**src/rtl/ctrl_pkg.sv**
```systemverilog
`default_nettype none
// ============================================================================
// Module      : ctrl_pkg
// Description : Shared definitions for the vector-register read sequencer:
//               read-select encodings, sequencer state type, default widths
//               and small read-select decode helpers.
// Ports       : none (package)
// Revision    : 1.0 - initial release
// ============================================================================
package ctrl_pkg;

  localparam int DEF_ADDR_W = 4;
  localparam int DEF_DATA_W = 128;
  localparam int DEF_OPC_W  = 5;

  localparam logic [1:0] RSEL_BOTH = 2'b00;
  localparam logic [1:0] RSEL_R2   = 2'b01;
  localparam logic [1:0] RSEL_R3   = 2'b10;
  localparam logic [1:0] RSEL_NONE = 2'b11;

  typedef enum logic [2:0] {
    S_IDLE    = 3'd0,
    S_ISSUE_A = 3'd1,
    S_ISSUE_B = 3'd2,
    S_DRAIN   = 3'd3,
    S_OUT     = 3'd4
  } seq_state_t;

  function automatic logic needs_r2(input logic [1:0] rsel);
    return (rsel == RSEL_BOTH) || (rsel == RSEL_R2);
  endfunction

  function automatic logic needs_r3(input logic [1:0] rsel);
    return (rsel == RSEL_BOTH) || (rsel == RSEL_R3);
  endfunction

endpackage
`default_nettype wire

```
**src/rtl/vreg_scoreboard.sv**
```systemverilog
`default_nettype none
// ============================================================================
// Module      : vreg_scoreboard
// Description : One pending-write bit per vector register. Set on dispatch,
//               cleared on writeback (set wins on a same-address collision).
//               Hazard query looks at the registered bits only.
// Ports       : clk, rst_n           - clock, async active-low reset
//               set_i / set_addr_i   - mark register pending
//               clr_i / clr_addr_i   - writeback clears pending bit
//               chk_*_i / *_addr_i   - operands/destination to check
//               hazard_o             - any checked register is pending
// Revision    : 1.0 - initial release
// ============================================================================
module vreg_scoreboard
  import ctrl_pkg::*;
#(
  parameter int ADDR_W = DEF_ADDR_W
) (
  input  logic              clk,
  input  logic              rst_n,
  input  logic              set_i,
  input  logic [ADDR_W-1:0] set_addr_i,
  input  logic              clr_i,
  input  logic [ADDR_W-1:0] clr_addr_i,
  input  logic              chk_r2_i,
  input  logic [ADDR_W-1:0] r2_addr_i,
  input  logic              chk_r3_i,
  input  logic [ADDR_W-1:0] r3_addr_i,
  input  logic              chk_rd_i,
  input  logic [ADDR_W-1:0] rd_addr_i,
  output logic              hazard_o
);

  localparam int NREGS = 1 << ADDR_W;

  logic [NREGS-1:0] pend_q;
  logic [NREGS-1:0] pend_d;

  // Clear applied first so a simultaneous set of the same register wins.
  always_comb begin
    pend_d = pend_q;
    if (clr_i) pend_d[clr_addr_i] = 1'b0;
    if (set_i) pend_d[set_addr_i] = 1'b1;
  end

  always_ff @(posedge clk or negedge rst_n) begin
    if (!rst_n) pend_q <= '0;
    else        pend_q <= pend_d;
  end

  assign hazard_o = (chk_r2_i & pend_q[r2_addr_i])
                  | (chk_r3_i & pend_q[r3_addr_i])
                  | (chk_rd_i & pend_q[rd_addr_i]);

endmodule
`default_nettype wire

```
**src/rtl/vreg_read_sequencer.sv**
```systemverilog
`default_nettype none
// ============================================================================
// Module      : vreg_read_sequencer
// Description : Issue-stage controller. Accepts one decoded instruction,
//               waits out RAW/WAW hazards, reads R2/R3 through the single
//               register-file read port (one read per cycle, 1-cycle RAM
//               latency) and presents the operand bundle on valid/ready.
// Ports       : in_*          - decoded instruction, valid/ready
//               rf_rd_*       - register file read port
//               wb_valid/addr - writeback notification (clears pending)
//               out_*         - operand bundle, valid/ready
//               stall_cycles  - saturating hazard-stall counter
// Revision    : 1.0 - initial release
// ============================================================================
module vreg_read_sequencer
  import ctrl_pkg::*;
#(
  parameter int ADDR_W  = DEF_ADDR_W,
  parameter int DATA_W  = DEF_DATA_W,
  parameter int OPC_W   = DEF_OPC_W,
  parameter int STALL_W = 16
) (
  input  logic               clk,
  input  logic               rst_n,
  input  logic               in_valid,
  output logic               in_ready,
  input  logic [OPC_W-1:0]   in_opcode,
  input  logic [1:0]         in_rsel,
  input  logic [ADDR_W-1:0]  in_r2_addr,
  input  logic [ADDR_W-1:0]  in_r3_addr,
  input  logic [ADDR_W-1:0]  in_rd_addr,
  input  logic               in_wr_en,
  output logic               rf_rd_en,
  output logic [ADDR_W-1:0]  rf_rd_addr,
  input  logic [DATA_W-1:0]  rf_rd_data,
  input  logic               wb_valid,
  input  logic [ADDR_W-1:0]  wb_addr,
  output logic               out_valid,
  input  logic               out_ready,
  output logic [OPC_W-1:0]   out_opcode,
  output logic [DATA_W-1:0]  out_op2,
  output logic [DATA_W-1:0]  out_op3,
  output logic [ADDR_W-1:0]  out_rd_addr,
  output logic               out_wr_en,
  output logic [STALL_W-1:0] stall_cycles
);

  seq_state_t          state_q, state_d;
  logic [OPC_W-1:0]    opcode_q, opcode_d;
  logic [1:0]          rsel_q, rsel_d;
  logic [ADDR_W-1:0]   r2_q, r2_d;
  logic [ADDR_W-1:0]   r3_q, r3_d;
  logic [ADDR_W-1:0]   rd_q, rd_d;
  logic                wr_en_q, wr_en_d;
  logic [DATA_W-1:0]   op2_q, op2_d;
  logic [DATA_W-1:0]   op3_q, op3_d;
  logic [STALL_W-1:0]  stall_q, stall_d;
  logic                sb_set;
  logic                hazard;

  vreg_scoreboard #(.ADDR_W(ADDR_W)) u_sb (
    .clk        (clk),
    .rst_n      (rst_n),
    .set_i      (sb_set),
    .set_addr_i (rd_q),
    .clr_i      (wb_valid),
    .clr_addr_i (wb_addr),
    .chk_r2_i   (needs_r2(rsel_q)),
    .r2_addr_i  (r2_q),
    .chk_r3_i   (needs_r3(rsel_q)),
    .r3_addr_i  (r3_q),
    .chk_rd_i   (wr_en_q),
    .rd_addr_i  (rd_q),
    .hazard_o   (hazard)
  );

  always_comb begin
    state_d    = state_q;
    opcode_d   = opcode_q;
    rsel_d     = rsel_q;
    r2_d       = r2_q;
    r3_d       = r3_q;
    rd_d       = rd_q;
    wr_en_d    = wr_en_q;
    op2_d      = op2_q;
    op3_d      = op3_q;
    stall_d    = stall_q;
    in_ready   = 1'b0;
    rf_rd_en   = 1'b0;
    rf_rd_addr = '0;
    sb_set     = 1'b0;
    case (state_q)
      S_IDLE: begin
        in_ready = 1'b1;
        if (in_valid) begin
          opcode_d = in_opcode;
          rsel_d   = in_rsel;
          r2_d     = in_r2_addr;
          r3_d     = in_r3_addr;
          rd_d     = in_rd_addr;
          wr_en_d  = in_wr_en;
          op2_d    = '0;
          op3_d    = '0;
          state_d  = S_ISSUE_A;
        end
      end
      S_ISSUE_A: begin
        if (hazard) begin
          if (stall_q != {STALL_W{1'b1}}) stall_d = stall_q + 1'b1;
        end else begin
          case (rsel_q)
            RSEL_NONE: state_d = S_OUT;
            RSEL_R2: begin
              rf_rd_en   = 1'b1;
              rf_rd_addr = r2_q;
              state_d    = S_DRAIN;
            end
            RSEL_R3: begin
              rf_rd_en   = 1'b1;
              rf_rd_addr = r3_q;
              state_d    = S_DRAIN;
            end
            default: begin
              rf_rd_en   = 1'b1;
              rf_rd_addr = r2_q;
              state_d    = S_ISSUE_B;
            end
          endcase
        end
      end
      S_ISSUE_B: begin
        op2_d      = rf_rd_data;
        rf_rd_en   = 1'b1;
        rf_rd_addr = r3_q;
        state_d    = S_DRAIN;
      end
      S_DRAIN: begin
        // Only the R2-only case ends on an R2 read; every other read path ends on R3.
        if (rsel_q == RSEL_R2) op2_d = rf_rd_data;
        else                   op3_d = rf_rd_data;
        state_d = S_OUT;
      end
      S_OUT: begin
        if (out_ready) begin
          sb_set  = wr_en_q;
          state_d = S_IDLE;
        end
      end
      default: state_d = S_IDLE;
    endcase
  end

  always_ff @(posedge clk or negedge rst_n) begin
    if (!rst_n) begin
      state_q  <= S_IDLE;
      opcode_q <= '0;
      rsel_q   <= '0;
      r2_q     <= '0;
      r3_q     <= '0;
      rd_q     <= '0;
      wr_en_q  <= 1'b0;
      op2_q    <= '0;
      op3_q    <= '0;
      stall_q  <= '0;
    end else begin
      state_q  <= state_d;
      opcode_q <= opcode_d;
      rsel_q   <= rsel_d;
      r2_q     <= r2_d;
      r3_q     <= r3_d;
      rd_q     <= rd_d;
      wr_en_q  <= wr_en_d;
      op2_q    <= op2_d;
      op3_q    <= op3_d;
      stall_q  <= stall_d;
    end
  end

  assign out_valid    = (state_q == S_OUT);
  assign out_opcode   = opcode_q;
  assign out_op2      = op2_q;
  assign out_op3      = op3_q;
  assign out_rd_addr  = rd_q;
  assign out_wr_en    = wr_en_q;
  assign stall_cycles = stall_q;

endmodule
`default_nettype wire

```
**config.mk**
```make
export PLATFORM = sky130hd
export DESIGN_NAME = vreg_read_sequencer
export DESIGN_NICKNAME = d
export VERILOG_FILES = /design/src/rtl/ctrl_pkg.sv /design/src/rtl/vreg_scoreboard.sv /design/src/rtl/vreg_read_sequencer.sv
export SDC_FILE = /design/constraint.sdc
export NUM_CORES = 1
export LEC_CHECK = 0
export CORE_ASPECT_RATIO = 2
export CORE_MARGIN = 5
export CORE_UTILIZATION = 46
export CTS_CLUSTER_SIZE = 16
export DETAILED_ROUTE_END_ITERATION = 6
export GPL_ROUTABILITY_DRIVEN = 0
export PLACE_DENSITY = 0.8
export SETUP_SLACK_MARGIN = 0.5
export SLEW_MARGIN = 10
export SYNTH_ARGS = -nofsm -noshare
export SYNTH_HDL_FRONTEND = slang
export SYNTH_HIERARCHICAL = 1
export SYNTH_SLANG_ARGS = --single-unit
```
**constraint.sdc**
```tcl
create_clock -name clk -period 3.1 [get_ports clk]
set_clock_uncertainty 0.1 [all_clocks]
set_input_delay 0.465 -clock clk [delete_from_list [all_inputs] [get_ports clk]]
set_output_delay 0.465 -clock clk [all_outputs]
set_load 0.05 [all_outputs]
```
# Yosys cells after proc, flatten, opt, wreduce, memory -nomap -nowiden
# Cells that the tools add are included.
# totals
out_inout_bits	289
input_bits	157
regBits	311
# op_classes
muxes	31
add_sub_neg	1
bitwise	8
magnitude_cmp	6
n_reduce_logical	14
eq_ne	13
# op_table
operator	n
2-to-1 mux 128 bit	3
one-hot mux 128 bit (3 select lines)	1
one-hot mux 128 bit (2 select lines)	1
2-to-1 mux 16 bit	2
< comparator 4 x 5 -> 1 bit (second input constant)	4
adder 16 x 1 -> 16 bit (second input constant)	1
AND 16 bit	1
inequality test 16 bit (second input constant)	1
NOT 16 bit	1
OR 16 bit	1
one-hot mux 4 bit (2 select lines)	2
one-hot mux 3 bit (5 select lines)	1
binary-select mux 1 bit (select 4 bit)	3
AND reduction 3 bit	4
2-to-1 mux 1 bit	10
2-to-1 mux 3 bit	3
demux 1 bit (select 4 bit)	2
greater-or-equal comparator 4 x 1 -> 1 bit (second input constant)	2
inequality test 2 bit (second input constant)	4
equality test 3 x 2 -> 1 bit (second input constant)	2
one-hot mux 3 bit (2 select lines)	1
equality test 2 bit (second input constant)	2
2-to-1 mux 4 bit	1
AND 1 bit	3
14 further kinds	17

# Logic depth before layout (Yosys ltp)
# depth
ltp_word	9
depth_mapped	12
ltp_nobuf	11

# Hierarchy
# Netlist, hierarchy kept.
# by_module_without_submodules
module	seq_area_each_um2	n_inst	area_per_inst_um2	cells_each
vreg_read_sequencer	7382.1	1	12436.9	1258
vreg_scoreboard	400.4	1	1157.4	114

# Worst setup path before layout
# OpenSTA, ideal clock, no wires.
# synth_path
path_type	register to output
start	register rd_q[1] (netlist: out_rd_addr[1])
end	output rf_rd_en
t_required_ns	2.535
t_arrival_ns	2.861
slack_ns	-0.326
path_buffers	1
path_stages_with_launch	9
path_cell_list	dfrtp_1 buf_6 mux4_2 nand2b_4 a21oi_2 nand4_1 nor2_1 nand2_1 a21oi_1
# synth_via
elab_chain_len	6
# synth_lines
item	line	text
start: declaration	vreg_read_sequencer.sv:53	logic [ADDR_W-1:0] rd_q, rd_d;
start signal: assignment	vreg_read_sequencer.sv:171	rd_q <= rd_d;
binary-select mux 1 bit (select 4 bit)	vreg_scoreboard.sv:53	| (chk_rd_i & pend_q[rd_addr_i]);
2-to-1 mux 1 bit (implied by the code)	vreg_scoreboard.sv:53	
AND 1 bit	vreg_scoreboard.sv:53	
OR 1 bit	vreg_scoreboard.sv:53	
via hazard	vreg_read_sequencer.sv:59	logic hazard;
2-to-1 mux 1 bit	vreg_read_sequencer.sv:108	if (hazard) begin
one-hot mux 1 bit (2 select lines)	vreg_read_sequencer.sv:92	case (state_q)
end: declaration	vreg_read_sequencer.sv:33	output logic rf_rd_en,
# The timed path passes the listed nets, and every way through them passes these cells. The select of a mux whose other input is x is not followed.

# Final worst setup path
# layout_path
start	register r2_q[1]
end	output rf_rd_addr[1]
# layout_via
elab_chain_len	7
elab_cells_between_ends	8
cone_classes	5 x mux; 3 x bitwise
# layout_lines
item	line	text
start: declaration	vreg_read_sequencer.sv:51	logic [ADDR_W-1:0] r2_q, r2_d;
start signal: assignment	vreg_read_sequencer.sv:169	r2_q <= r2_d;
binary-select mux 1 bit (select 4 bit)	vreg_scoreboard.sv:51	assign hazard_o = (chk_r2_i & pend_q[r2_addr_i])
2-to-1 mux 1 bit (implied by the code)	vreg_scoreboard.sv:51	
AND 1 bit	vreg_scoreboard.sv:51	
OR 1 bit	vreg_scoreboard.sv:52	| (chk_r3_i & pend_q[r3_addr_i])
OR 1 bit	vreg_scoreboard.sv:53	
via hazard	vreg_read_sequencer.sv:59	
2-to-1 mux 4 bit	vreg_read_sequencer.sv:108	
one-hot mux 4 bit (2 select lines)	vreg_read_sequencer.sv:92	
end: declaration	vreg_read_sequencer.sv:34	output logic [ADDR_W-1:0] rf_rd_addr,
# The timed path passes the listed nets, and every way through them passes these cells. The select of a mux whose other input is x is not followed.

==> impl_metrics.toml <==
[sta]
finalSetupViolCount = 5
slew_violations = 0
period_share = 1.11
setup_ws_ns = -0.354
rsz0062_at_grt = "yes"
finalHoldViolations = 0
finalCriticalPeriod_ns = 3.45
whs_ns = 0.378
max-slew-margin-rel = 0.191
max_slew.worst_pin.slew_ns = 1.20
clock.fmax_mhz = 290

[global_routing]
grt_pass1_vias = 12060
grt_use_met1 = 0.273
grt.busiest_layer = "met2"
grt_pass1_wl_mm = 67.6
gr-usage-met2 = 0.456
overflow = 0
grt_start_max_net_pins = 129
track_usage = 0.252
antenna_found_initial = 6
met3_usage = 0.0533

[clocking]
clockRootBuffer = "clkbuf_16"
clk_path_buf_depth = 3
tritoncts = "done"
cts_inserted_buffers = 29
clock-sinks = 311
cts_max_level = 1
path_clk_slew_ns = 0.07
clock_latency_ns = 0.55

[finish]
final_core_util = 0.681
stdcell_count = 2194
layout-drive-gt1-share = 0.0981
area_delta_synth_final_pct = 47.2
fillCellCount = 2184
nets = 1972

[setup_path]
critPathMaxStageDelay_ns = 0.46
cp.required_ns = 2.53
path_class = "register to primary output"
cp.arrival_ns = 2.89
path_max_fanout = 5
start_kind = "register"
crit_slowest_cell = "dfrtp_2"
end_kind = "primary output"
crit_chain = "mux2_1, o311ai_2, nor3_1, a21oi_2, nand4_1, nor2_2, nand2_1, nor3_4, a22o_4, buf_12"

[floorplan]
die_width_um = 132
io_pins = 446
initial_core_util = 0.462
fp.dieH_um = 253
dieArea_sq_um = 33300
num_rows = 89
coreArea_sq_um = 29400

[synthesis]
synth_edf_count = 0
synth-adder-area-share = 0.00552
yosysSeqAreaShare = 0.572
synth_warnings = 6
yosysTopAreaCell = "dfrtp_1"
ys_types = 49
synth_xor_xnor_area_share = 0.00966
synth.top_cells.by_area = "dfrtp_1, nand2_1, mux2i_1, o21ai_0, inv_1"
synth_top_family_by_area = "simple AND/OR/NAND/NOR gates"
synth-simple-area-share = 0.146
syn_avg_cell_area_sq_um = 9.91
synth.area.mux_share = 0.128
yosys-top-cells-count = "nand2_1, dfrtp_1, o21ai_0, inv_1, mux2i_1"
netlist_area_sq_um = 13600
synth-compound-area-share = 0.0732
yosysMostFrequentCell = "nand2_1"
async_flop_share = 1.00
synthCells = 1372
synth_top_area_frac = 0.572
ys.flop_type = "dfrtp_1"
synthesis.nets = 1535
synth_seq_cells = 311

[power]
p_clk_frac = 0.163
p_comb_frac = 0.555
p_leak_uw = 0.00851
power_frac_seq = 0.282
p_int_uw = 11900
switching_share = 0.474
ir_worst_vdd_mv = 0.955
p_switching_uw = 10700
power.density_nw_per_um2 = 1130
power_uw = 22700

[outcome]
violations = "negative setup slack"
outcome = "complete, but fails checks"

[drt]
ant_nets = 0
vias_per_cell = 5.21
drc = 0
first_pass_iters = 5
finalWirelength_mm = 43.3
vias = 11428
first_iter_violations = 551
avgRoutedWirePerCell_um = 19.7

[worst_hold_path]
hold_class = "register to register"

[place]
placedCellCount = 2126
pre_cts_ws_ns = 0.125
port_buffers = 445
hpwl_mm = 30.7

[run]
cap_violations = 0
==> metrics by stage <==
stage               TNS [ns]  instance area [sq um]
floorplan                  0                  13700
global placement           0                  18600
detailed placement         0                  18600
CTS                    -1.47                  19900
global route           -2.21                  20000
finish                 -1.61                  20000
==> routing by layer <==
metal | wire length [um] | vias up | part of all wire
li1 | - | 5293 | -
met5 | 0 | - | 0
met1 | 14700 | 5552 | 0.34
met2 | 23200 | 459 | 0.54
met3 | 2880 | 124 | 0.067
met4 | 2510 | 0 | 0.058
==> area by class of cell <==
cell class	instances	area, sq um	area share
timing repair buffer	485	4970	0.248
inverter	138	518	0.0259
tap	364	455	0.0228
clock inverter	12	195	0.00975
multi-input combinational	844	5290	0.264
sequential	311	7800	0.390
clock buffer	34	774	0.0387
antenna	6	15.0	0.000750
==> power groups by stage <==
stage	sequential [uW]	clock, uW	combinational (uW)
after floorplan	10200	0	3980
after global placement	6350	0	12000
after detailed placement	6420	0	12200
after CTS	6360	3770	12500
after global routing	6550	3940	13200
final	6380	3690	12600
==> worst max-delay path: cells and delay by family, from the launching register on <==
family                 cells  cell delay, ns
AND/OR/NAND/NOR            5            0.81
AO/OA/AOI/OAI              3            0.57
flip-flops                 1            0.46
multiplexers               1            0.36
buffers and inverters      1            0.13
==> state kept, by name, indices dropped and copies added (netlist names) <==
signal,cells
out_wr_en,1
u_sb/pend_q,16
state_q,3
r2_q,4
out_op3,128
rsel_q,2
out_rd_addr,4
out_opcode,5
r3_q,4
out_op2,128
stall_cycles,16
==> cell usage in the layout (no fill, tap or decap), types with 8 or more instances in the layout <==
cell type        count
o21ai_0            158
clkdlybuf4s50_1    436
dfrtp_2             12
nor3_4               8
buf_6                8
nand3_1              9
inv_1              137
clkbuf_16           29
mux2i_1            135
mux2_2              18
buf_12              16
dfrtp_1            299
nand2_1            397
xor2_1              13
buf_4               20
==> kinds of logic after synthesis <==
kind of cell,count (synthesis)
buf+inv,217
simple gates,473
mux,162
xor+xnor,15
flops,311
fa+ha+maj,6
compound gates,188
==> final timing paths <==
| check | depth (start not counted) | slack, ns | from | to |
|---|---|---|---|---|
| hold reg to reg | 2 | 0.38 | out_op3[76] | out_op3[76] |
| hold / removal | 2 | 0.38 | out_op3[76] | out_op3[76] |
| max in group asynchronous | 3 | 1.61 | rst_n | out_op2[122] |
| setup reg to reg | 12 | 0.03 | r3_q[1] | stall_cycles[15] |
| setup / recovery | 10 | -0.35 | r2_q[1] | rf_rd_addr[1] |
| min in group asynchronous | 2 | 0.41 | rst_n | out_rd_addr[3] |
==> repair_timing <==
item / 4_1_cts / 5_1_grt
pin swaps: 23 / 16
resized for setup: 43 / 26
hold buffers: 1 / 0
hold endpoints to repair: 77 / 0
cloned: 0 / 0
setup buffers: 12 / 3
endpoints found under the setup margin: 17 / 22
Power figures use the tool's default switching activity.
